===== config.mk =====
export PLATFORM = sky130hd
export DESIGN_NAME = legv8_seq_ctrl
export DESIGN_NICKNAME = d
export VERILOG_FILES = /design/src/rtl/legv8_seq_ctrl.sv
export SDC_FILE = /design/constraint.sdc
export NUM_CORES = 1
export LEC_CHECK = 0
export ABC_CLOCK_PERIOD_IN_PS = 2500
export CORE_MARGIN = 4
export CORE_UTILIZATION = 46
export CTS_CLUSTER_SIZE = 16
export DETAILED_ROUTE_END_ITERATION = 7
export PLACE_DENSITY = 0.82
export SLEW_MARGIN = 10
export SYNTH_ARGS = -nofsm -noshare
export SYNTH_HDL_FRONTEND = slang
export SYNTH_SLANG_ARGS = --single-unit

===== constraint.sdc =====
create_clock -name clk -period 2.5 [get_ports clk]
set_input_delay 0.5 -clock clk [delete_from_list [all_inputs] [get_ports clk]]
set_output_delay 0.5 -clock clk [all_outputs]
set_load 0.01 [all_outputs]

===== src/rtl/legv8_seq_ctrl.sv =====
// Multicycle LEGv8 sequencer: FETCH/DECODE/EXEC/MEM/WB control with memory
// handshakes, per-access watchdog and a retired-instruction counter.
module legv8_seq_ctrl #(
    parameter int unsigned ACK_TIMEOUT = 15,
    parameter int unsigned CNT_W       = 16
) (
    input  logic             clk,
    input  logic             reset,
    input  logic [10:0]      opcode,
    input  logic             zero,
    input  logic             imem_ack,
    input  logic             dmem_ack,
    output logic             imem_req,
    output logic             ir_we,
    output logic             pc_we,
    output logic             pc_src,
    output logic             reg2loc,
    output logic [1:0]       seu,
    output logic             alu_src,
    output logic [2:0]       alu_op,
    output logic             dmem_rd,
    output logic             dmem_wr,
    output logic             mem_to_reg,
    output logic             reg_we,
    output logic             illegal,
    output logic             bus_err,
    output logic [2:0]       state,
    output logic [CNT_W-1:0] instr_count
);

    typedef enum logic [2:0] {
        StFetch  = 3'd0,
        StDecode = 3'd1,
        StExec   = 3'd2,
        StMem    = 3'd3,
        StWb     = 3'd4,
        StHalt   = 3'd7
    } state_e;

    typedef enum logic [3:0] {
        ClsIllegal, ClsAdd, ClsSub, ClsAnd, ClsOrr,
        ClsAddi, ClsSubi, ClsAndi, ClsOrri,
        ClsLdur, ClsStur, ClsB, ClsCbz, ClsCbnz
    } cls_e;

    state_e           state_q, state_d;
    cls_e             cls_q, cls_d, cls_dec;
    logic [7:0]       wait_q, wait_d;
    logic             bus_err_q, bus_err_d;
    logic [CNT_W-1:0] cnt_q, cnt_d;
    logic             wait_hit;
    logic [1:0]       seu_c;
    logic             alu_src_c, reg2loc_c;
    logic [2:0]       alu_op_c;

    always_comb begin
        cls_dec = ClsIllegal;
        casez (opcode)
            11'b10001011000: cls_dec = ClsAdd;
            11'b11001011000: cls_dec = ClsSub;
            11'b10001010000: cls_dec = ClsAnd;
            11'b10101010000: cls_dec = ClsOrr;
            11'b11111000010: cls_dec = ClsLdur;
            11'b11111000000: cls_dec = ClsStur;
            11'b000101?????: cls_dec = ClsB;
            11'b10110100???: cls_dec = ClsCbz;
            11'b10110101???: cls_dec = ClsCbnz;
            11'b1001000100?: cls_dec = ClsAddi;
            11'b1101000100?: cls_dec = ClsSubi;
            11'b1001001000?: cls_dec = ClsAndi;
            11'b1011001000?: cls_dec = ClsOrri;
            default:         cls_dec = ClsIllegal;
        endcase
    end

    always_comb begin
        seu_c     = 2'b00;
        alu_src_c = 1'b0;
        alu_op_c  = 3'b000;
        reg2loc_c = 1'b0;
        case (cls_q)
            ClsSub:  alu_op_c = 3'b001;
            ClsAnd:  alu_op_c = 3'b010;
            ClsOrr:  alu_op_c = 3'b011;
            ClsAddi: alu_src_c = 1'b1;
            ClsSubi: begin alu_src_c = 1'b1; alu_op_c = 3'b001; end
            ClsAndi: begin alu_src_c = 1'b1; alu_op_c = 3'b010; end
            ClsOrri: begin alu_src_c = 1'b1; alu_op_c = 3'b011; end
            ClsLdur: begin seu_c = 2'b01; alu_src_c = 1'b1; end
            ClsStur: begin seu_c = 2'b01; alu_src_c = 1'b1; reg2loc_c = 1'b1; end
            ClsB:    seu_c = 2'b10;
            ClsCbz, ClsCbnz: begin
                seu_c     = 2'b11;
                reg2loc_c = 1'b1;
                alu_op_c  = 3'b100;
            end
            default: ;
        endcase
    end

    // Timeout fires on the cycle whose missing ack would bring the count to ACK_TIMEOUT.
    assign wait_hit = ({1'b0, wait_q} + 9'd1) == 9'(ACK_TIMEOUT);

    always_comb begin
        state_d    = state_q;
        cls_d      = cls_q;
        bus_err_d  = bus_err_q;
        imem_req   = 1'b0;
        ir_we      = 1'b0;
        pc_we      = 1'b0;
        pc_src     = 1'b0;
        reg2loc    = 1'b0;
        seu        = 2'b00;
        alu_src    = 1'b0;
        alu_op     = 3'b000;
        dmem_rd    = 1'b0;
        dmem_wr    = 1'b0;
        mem_to_reg = 1'b0;
        reg_we     = 1'b0;
        illegal    = 1'b0;

        if (state_q inside {StExec, StMem, StWb}) begin
            seu     = seu_c;
            alu_src = alu_src_c;
            alu_op  = alu_op_c;
            reg2loc = reg2loc_c;
        end

        unique case (state_q)
            StFetch: begin
                imem_req = 1'b1;
                if (imem_ack) begin
                    ir_we   = 1'b1;
                    state_d = StDecode;
                end else if (wait_hit) begin
                    state_d   = StHalt;
                    bus_err_d = 1'b1;
                end
            end
            StDecode: begin
                cls_d = cls_dec;
                if (cls_dec == ClsIllegal) begin
                    illegal = 1'b1;
                    pc_we   = 1'b1;
                    state_d = StFetch;
                end else begin
                    state_d = StExec;
                end
            end
            StExec: begin
                case (cls_q)
                    ClsLdur, ClsStur: state_d = StMem;
                    ClsB: begin
                        pc_we   = 1'b1;
                        pc_src  = 1'b1;
                        state_d = StFetch;
                    end
                    ClsCbz: begin
                        pc_we   = 1'b1;
                        pc_src  = zero;
                        state_d = StFetch;
                    end
                    ClsCbnz: begin
                        pc_we   = 1'b1;
                        pc_src  = ~zero;
                        state_d = StFetch;
                    end
                    default: state_d = StWb;
                endcase
            end
            StMem: begin
                dmem_rd = (cls_q == ClsLdur);
                dmem_wr = (cls_q != ClsLdur);
                if (dmem_ack) begin
                    if (cls_q == ClsLdur) begin
                        state_d = StWb;
                    end else begin
                        pc_we   = 1'b1;
                        state_d = StFetch;
                    end
                end else if (wait_hit) begin
                    state_d   = StHalt;
                    bus_err_d = 1'b1;
                end
            end
            StWb: begin
                reg_we     = 1'b1;
                mem_to_reg = (cls_q == ClsLdur);
                pc_we      = 1'b1;
                state_d    = StFetch;
            end
            StHalt: ;
            default: state_d = StFetch;
        endcase

        // Staying put in FETCH/MEM means the ack was absent this cycle.
        if (state_d != state_q) begin
            wait_d = 8'd0;
        end else if (state_q == StFetch || state_q == StMem) begin
            wait_d = wait_q + 8'd1;
        end else begin
            wait_d = wait_q;
        end

        cnt_d = pc_we ? cnt_q + CNT_W'(1) : cnt_q;

        state       = state_q;
        bus_err     = bus_err_q;
        instr_count = cnt_q;

        if (reset) begin
            imem_req    = 1'b0;
            ir_we       = 1'b0;
            pc_we       = 1'b0;
            pc_src      = 1'b0;
            reg2loc     = 1'b0;
            seu         = 2'b00;
            alu_src     = 1'b0;
            alu_op      = 3'b000;
            dmem_rd     = 1'b0;
            dmem_wr     = 1'b0;
            mem_to_reg  = 1'b0;
            reg_we      = 1'b0;
            illegal     = 1'b0;
            bus_err     = 1'b0;
            state       = 3'd0;
            instr_count = '0;
        end
    end

    always_ff @(posedge clk) begin
        if (reset) begin
            state_q   <= StFetch;
            cls_q     <= ClsIllegal;
            wait_q    <= 8'd0;
            bus_err_q <= 1'b0;
            cnt_q     <= '0;
        end else begin
            state_q   <= state_d;
            cls_q     <= cls_d;
            wait_q    <= wait_d;
            bus_err_q <= bus_err_d;
            cnt_q     <= cnt_d;
        end
    end

endmodule


# [Word-level counts from Yosys, hierarchy flattened]
# Cells that the tools add are included.
[totals] in_bits=16 word_cells=110 out_inout_bits=36 ramBits=0 n_memories=0 romBits=0 latchBits=0 register_bits=32
[classes] n_reduce_logical=15 add_sub_neg=3 n_shift=0 div=0 mux=51 multipliers=0 order_cmp=0 eq_ne=35 bitwise=1
[op_table] cell="$eq A11 B11 Y1 const B" n=6
[op_table] cell="$pmux W4 S13" n=1
[op_table] cell="$eq A10 B10 Y1 const B" n=4
[op_table] cell="$mux W1" n=32
[op_table] cell="$eq A4 B4 Y1 const B" n=6
[op_table] cell="$mux W3" n=7
[op_table] cell="$add A16 B1 Y16 const B" n=1
[op_table] cell="$eq A4 B3 Y1 const B" n=4
[op_table] cell="$eq A8 B8 Y1 const B" n=2
[op_table] cell="$mux W16" n=1
[op_table] cell="$pmux W3 S5" n=1
[op_table] cell="$pmux W3 S4" n=1
[op_table] cell="$reduce_or A2 Y1" n=6
[op_table] cell="$add A8 B1 Y9 const B" n=1
[op_table] cell="$eq A9 B4 Y1 const B" n=1
[op_table] cell="$add A8 B1 Y8 const B" n=1
[op_table] cell="$eq A4 B2 Y1 const B" n=2
[op_table] cell="$eq A3 B2 Y1 const B" n=2
[op_table] cell="$eq A3 B3 Y1 const B" n=2
[op_table] cell="$eq A6 B3 Y1 const B" n=1
[op_table] cell="$mux W2" n=3
[op_table] cell="$pmux W2 S3" n=1
[op_table] cell="$pmux W3 S2" n=1
[op_table] cell="$reduce_or A3 Y1" n=2
[op_table] cell="15 further kinds" n=16

# [Longest topological paths before layout]
# Gate-level depths: netlist of the first run.
[logic_depth] depth_word=7 ltp_mapped=8 mapped_depth_nobuf=8

# [Worst setup path before layout of the first run]
# Ideal clock, no wire load.
[synth_path] path_type="input to output" from="input port opcode[9]" to="output port pc_we" path_buffers=2 path_stages=7 arrival_ns=2.235 t_required_ns=2.000 slack_ns=-0.235 cell_sequence="and4bb_1 -> nor3b_4 -> or4_4 -> o31a_4 -> buf_6 -> buf_2 -> nor2_1"
[synth_via] elab_chain_cells=6 word_cells_on_any_way=18 cone_classes="eq/ne (13); mux (4); reduce/logical (1)"
[synth_lines] item="start, declared" line="9" rtl="input logic [10:0] opcode,"
[synth_lines] item="$eq A11 B11 Y1, or another cell as far along" line="58" rtl="casez (opcode)"
[synth_lines] item="$pmux W4 S13 (*)" line="58"
[synth_lines] item="$logic_not A4 Y1 (*)" line="142" rtl="if (cls_dec == ClsIllegal) begin"
[synth_lines] item="$mux W1 (*)" line="142"
[synth_lines] item="$pmux W1 S4 (*)" line="129" rtl="unique case (state_q)"
[synth_lines] item="$mux W1 (*)" line="211" rtl="if (reset) begin"
[synth_lines] item="end, declared" line="15" rtl="output logic pc_we,"
# Every way passes the cells marked *; elsewhere a longest branch is shown, timed or not.

# [Worst setup path after layout of the first run]
[layout_path] from="input port opcode[5]" to="output port pc_we"
# Same word-level chain as after synthesis.

==> results of run 1 <==
==> registers in the layout, indices dropped and copies added, names as in the netlist <==
signal and cells:
cnt_q 16, bus_err_q 1, cls_q 4, wait_q 8, state_q 3
==> cells in the final DEF, fill, tap and decap left out, types with 4 or more instances in the layout <==
cell             netlist  final
a21oi_1               20     15
a21oi_2                0      5
buf_2                  1      5
buf_4                  0     39
buf_6                  1      6
clkbuf_8               0      7
clkdlybuf4s50_1        0     33
dfxtp_1               32     28
dlymetal6s2s_1         0      4
inv_1                  7      7
nand2_1               19     18
nand2b_1               5      5
nand3_1                9      9
nand3b_1               7      7
nand4_1                4      4
nor2_1                43     41
nor2b_1               24     23
nor3_1                 7      5
nor3b_1                4      4
o21ai_0               11     11
o31ai_1                7      7
or3_1                  5      5
or4_4                  1      5
xnor2_1                4      4
xor2_1                 6      6
==> per-layer routing <==
metal,vias to the layer above,part of all wire (%)
met3,20,5.2
met2,84,51
li1,1263,-
met5,-,0
met1,1241,42
met4,0,2.3
==> metrics by stage <==
stage / area [um^2] / util [%] / setup WS [ps] / hold WS, ps / total power, W
floorplan: 2290 / - / -71.7 / 432 / 0.000652
global placement: 3080 / 64.9 / -892 / 448 / 0.000743
detailed placement: 3080 / 64.9 / -920 / 452 / 0.000749
CTS: 3290 / 69.2 / -75.3 / 466 / 0.00119
global route: 3410 / 71.8 / -88.0 / 498 / 0.00125
finish: 3410 / 71.8 / -49.0 / 462 / 0.00121
==> cell type report <==
| cell class | instances | area, um^2 | share of cell area (%) |
|---|---|---|---|
| Tap cell | 67 | 83.8 | 2.46 |
| Timing Repair Buffer | 92 | 830 | 24.3 |
| Multi-Input combinational cell | 244 | 1730 | 50.7 |
| Inverter | 7 | 26.3 | 0.770 |
| Clock buffer | 7 | 96.3 | 2.82 |
| Sequential cell | 32 | 648 | 19.0 |
==> cells by family (layout without fill, tap and decap cells) <==
group                    Yosys count  after routing
AO/OA/AOI/OAI                     63             63
XOR/XNOR                          10             10
adder cells (fa/ha/maj)            3              3
buffers and inverters             23            106
flip-flops                        32             32
multiplexers                       6              6
AND/OR/NAND/NOR                  162            162
==> worst min path at each step <==
stage | startpoint | endpoint | cells after the start
floorplan | bus_err_q | bus_err_q | 2
global placement | bus_err_q | bus_err_q | 2
detailed placement | bus_err_q | bus_err_q | 2
CTS | bus_err_q | bus_err_q | 2
global route | bus_err_q | bus_err_q | 2
finish | bus_err_q | bus_err_q | 2
==> tightest hold or removal path, delay by kind of cell (launching register included) <==
family,cells,cell delay [ps]
flip-flops,1,320
AND/OR/NAND/NOR,2,110
==> report_power, final <==
part / switching, W / internal (W)
clock network: 0.000198 / 0.000245
logic: 0.000118 / 0.000109
registers: 0.0000151 / 0.000520
total: 0.000331 / 0.000874
==> repair_timing <==
item                                    4_1_cts  5_1_grt
endpoints found under the setup margin       24       31
gates resized for setup                      77       31
endpoints found under the hold margin         0        0
pin swaps                                     5        7
buffers inserted                              0        4
==> results.json, run 1 <==
{
  "synth.area.top_cells": "dfxtp_1 (28%), nor2_1 (7.1%), nor2b_1 (6.6%), a21oi_1 (4.4%), nand2_1 (3.1%)",
  "synth_fa_ha_area_share_pct": 1.65,
  "synth_simple_gate_area_share_pct": 40.5,
  "crit_family": "simple AND/OR/NAND/NOR gates",
  "rows": 25,
  "clock_path_buffers": 2,
  "pin_count": 52,
  "synth_cell_types": 55,
  "synth-seq-cells": 32,
  "path_buf_inv": 2,
  "arrival_ps": 2050,
  "use_met3_pct": 4.82,
  "ys_warn_count": 0,
  "portBuffers": 51,
  "critical_path_depth": 7,
  "relSlewSlack_pct": 68.3,
  "ctsHoldBuffers": 0,
  "worstReg2RegStart": "wait_q[0]",
  "grt_pass1_wl_um": 11100,
  "path_cells": "buf_8 -> and4bb_1 -> nor3b_4 -> or4_4 -> o31a_4 -> nor2_4 -> buf_6",
  "crit_path_end_kind": "output port",
  "coreArea_um2": 4750,
  "synth_ff_type": "dfxtp_1",
  "use_met1_pct": 27.2,
  "grt-busiest-layer": "met2",
  "synth_area_leader_cell": "dfxtp_1",
  "setup_ws_ps": -49.0,
  "synth_commonest_cells": "nor2_1 (43), dfxtp_1 (32), nor2b_1 (24)",
  "dr.pass1.iters": 4,
  "netlist_area_um2": 2280,
  "syn-instance-count": 299,
  "setup_viol": 2,
  "timing.final.max_slew_violations": 0,
  "synthesis.nets": 318,
  "n_antenna_cell": 0,
  "setup_tns_ps": -61.5,
  "synth_top_family_by_area": "simple AND/OR/NAND/NOR gates",
  "status": "finished with violations",
  "dp.cells": 438,
  "async_reset_ff_share_pct": 0,
  "failed_checks": "setup timing",
  "tightest_slew_ps": 469,
  "instances_no_fill": 449,
  "start_util_pct": 47.9,
  "power_leakage_nw": 1.34,
  "muxShareOfSynthArea_pct": 2.86,
  "gr-total-overflow": 0,
  "drc": 0,
  "cts-root-buf": "clkbuf_8",
  "synth_xor_area_share_pct": 3.84,
  "crit_path_end": "pc_we",
  "avgRoutedWirePerCell_um": 15.3,
  "yosysMostFrequentCell": "nor2_1",
  "first_global_vias": 2433,
  "postRouteAntennaNets": 0,
  "criticalPathCategory": "input port to output port",
  "area_growth_pct": 49.9,
  "cp_slowest_cell": "or4_4",
  "seq_area_frac_synth_pct": 28.1,
  "fin_skew_ps": 7.75,
  "grt_usage_pct": 22.0,
  "first_iter_violations": 170,
  "insertion_delay_ps": 290,
  "dieWidth_um": 78.4,
  "avgViaCountPerCell": 5.81,
  "rrSetupSlack_ps": -10,
  "hold_viol": 0,
  "netlist.area_leader.share_pct": 28.1,
  "clkSlewWorstSetupHoldPaths_ps": 60,
  "peakVddDrop_v": 0.000317,
  "startpoint": "opcode[5]",
  "grt_max_degree": 29,
  "syn_area_per_cell_um2": 7.62,
  "num_vias": 2608,
  "synth-edff-count": 0,
  "max_stage_delay_ps": 570,
  "hp-class": "register to register",
  "finalCritPeriodShare_pct": 102,
  "fmax_ghz": 0.392,
  "power_density_nw_per_um2": 353,
  "die_h_um": 78.4,
  "num-fill-cells": 355,
  "drive_above_1_share_pct": 27.0,
  "reg2reg_to": "wait_q[0]",
  "min_period_ps": 2550,
  "cts_made_buffers": 5,
  "rsz0062_at_grt": "true",
  "nets": 401,
  "hpwl_um": 4660,
  "cp_max_fo": 3,
  "cts_sinks": 32,
  "rr_worst_depth": 9,
  "max_cap_viol_count": 0,
  "grt_antenna_before_repair": 0,
  "htree_levels": 2,
  "grt_util_met2_pct": 38.4,
  "startpoint_type": "input port",
  "cts_tree": "yes",
  "wirelength_um": 6890,
  "die_area_um2": 6140,
  "required_ps": 2000,
  "gp_congestion": 0.849,
  "synth_compound_area_share_pct": 18.9
}
No activity file was read; power rests on OpenSTA's default activity.
==> run 2, diff against run 1 <==
Settings changed: CORE_MARGIN 4 to 2, MAX_ROUTING_LAYER from default to met4.
==> run 2 against run 1 <==
  * The flow still finishes with violations (setup timing)
  * Register-to-register slack gained 150 ps
  * Fmax grew 1.1%
  * Via count shrank 3.9%
  * Highest routed layer unchanged
  * Clock skew shrank 5.0 ps
  * Combinational power is essentially flat
  * Core utilization shrank 2.1 points
==> results.json, run 2 (synthesis results as in run 1) <==
{
  "status": "finished with violations",
  "failed_checks": "setup timing",
  "postRouteAntennaNets": 0,
  "clkSlewWorstSetupHoldPaths_ps": 70,
  "cts-root-buf": "clkbuf_8",
  "final_common_cell": "nor2_1",
  "p_clk_share_pct": 33.9,
  "dr.pass1.iters": 4,
  "hpwl_um": 4400,
  "gp_congestion": 0.891,
  "rows": 25,
  "seq_power_share_pct": 46.4,
  "cts_tree": "yes",
  "die_area_um2": 5530,
  "crit_family": "simple AND/OR/NAND/NOR gates",
  "dieWidth_um": 74.4,
  "cts_made_buffers": 5,
  "htree_levels": 2,
  "wirelength_um": 6310,
  "fin_skew_ps": 2.71,
  "avgRoutedWirePerCell_um": 14.1,
  "cp_slowest_cell": "or4_4",
  "start_util_pct": 47.9,
  "portBuffers": 51,
  "clock_path_buffers": 2,
  "area_growth_pct": 45.6,
  "setup_ws_ps": -22.2,
  "criticalPathCategory": "input port to output port",
  "setup_viol": 2,
  "largest_register": "cnt_q",
  "power_density_nw_per_um2": 344,
  "use_met1_pct": 28.7,
  "grt_antenna_before_repair": 0,
  "num_vias": 2505,
  "p_sw_share_pct": 28.6,
  "nets": 400,
  "relSlewSlack_pct": 71.3,
  "largestRegisters": "cnt_q (16), wait_q (8), cls_q (4)",
  "avgViaCountPerCell": 5.59,
  "fin_util_pct": 69.8,
  "peakVddDrop_v": 0.000263,
  "ctsHoldBuffers": 0,
  "finalCritPeriodShare_pct": 101,
  "gr-total-overflow": 0,
  "cts_sinks": 32,
  "cell_internal_pwr_w": 0.000814,
  "regArea_um2": 642,
  "combPwrFrac_pct": 19.6,
  "arrival_ps": 2020,
  "path_buf_inv": 2,
  "switchingPower_w": 0.000326,
  "multiInputGateArea_um2": 1700,
  "grt-busiest-layer": "met2",
  "die_h_um": 74.4,
  "coreArea_um2": 4750,
  "max_stage_delay_ps": 550,
  "power.total_w": 0.00114,
  "hp-class": "register to register",
  "mostFrequentLayoutCells": "nor2_1 (41), buf_4 (37), dfxtp_1 (31), clkdlybuf4s50_1 (31), nor2b_1 (22)",
  "tightest_slew_ps": 429,
  "num-fill-cells": 388,
  "crit_path_end_kind": "output port",
  "largest_register_ffs": 16,
  "startpoint_type": "input port",
  "n_antenna_cell": 0,
  "pin_count": 52,
  "use_met3_pct": 5.01,
  "drc": 0,
  "fmax_ghz": 0.396,
  "timing.final.max_slew_violations": 0,
  "hold_viol": 0,
  "grt_max_degree": 34,
  "path_cells": "buf_2 -> nor4bb_1 -> and3_4 -> or4_4 -> o31a_4 -> nor2_4 -> buf_6",
  "grt_util_met2_pct": 40.4,
  "grt_pass1_wl_um": 10100,
  "min_period_ps": 2520,
  "cp_max_fo": 5,
  "power_leakage_nw": 1.31,
  "drive_above_1_share_pct": 24.7,
  "max_cap_viol_count": 0,
  "first_iter_violations": 178,
  "first_global_vias": 2254,
  "rsz0062_at_grt": "true",
  "insertion_delay_ps": 290,
  "required_ps": 2000,
  "grt_usage_pct": 23.9
}
-- run 2: worst paths after layout --
kind              startpoint         to  slack, ps  depth (start not counted)
hold / removal     bus_err_q  bus_err_q        460                          2
hold reg to reg    bus_err_q  bus_err_q        460                          2
setup / recovery   opcode[3]      pc_we        -20                          7
setup reg to reg   wait_q[0]  wait_q[1]        140                          9
-- run 2: per-layer routing --
layer  vias up  part of all wire, %
met5         -                    0
met4         0                  1.7
met3        12                  4.8
met2        83                   49
met1      1159                   44
li1       1251                    -
-- run 2: area by class of cell --
class	count	area share (%)
multi-input cells	244	51.2
clock buffers	6	2.19
flip-flops and latches	32	19.4
well taps	67	2.53
clock inverters	1	0.151
repair buffers	91	23.8
inverters	7	0.792
-- run 2: timing repair --
action / 4_1_cts / 5_1_grt
resized for setup: 61 / 32
buffers inserted: 2 / 1
pin swaps: 8 / 8
endpoints found under the setup margin: 27 / 29
endpoints found under the hold margin: 0 / 0
-- run 2: stage by stage --
stage	worst slack (ps)	instances	hold slack (ps)	setup TNS [ps]	cell area (um^2)
floorplan	-71.7	299	432	-71.7	2290
global placement	-889	438	446	-11980	3080
detailed placement	-903	438	453	-12980	3080
CTS	-79.0	447	468	-509	3200
global route	-100	448	486	-176	3320
finish	-22.2	448	464	-24.2	3320
-- run 2: power by group through the flow --
stage	Combinational, W	Sequential, W	Clock [W]
finish	0.000224	0.000529	0.000387
global route	0.000243	0.000530	0.000409
CTS	0.000208	0.000529	0.000391
detailed placement	0.000209	0.000540	0
global placement	0.000204	0.000540	0
floorplan	0.000110	0.000542	0
-- run 2: worst reg2reg max path, cell delays in order (launching register included) --
cell	delay (ps)
dfxtp_1	310
inv_1	50
ha_1	130
or4b_2	650
a2111oi_4	210
buf_4	160
o221ai_1	140
nor2_1	180
nand3b_1	310
a211oi_1	90
==> run 3, diff against run 2 <==
Settings changed: CTS_CLUSTER_DIAMETER from default to 120.
==> results of run 3 <==
The final DEF is identical to that of run 2; final timing and power are the same.
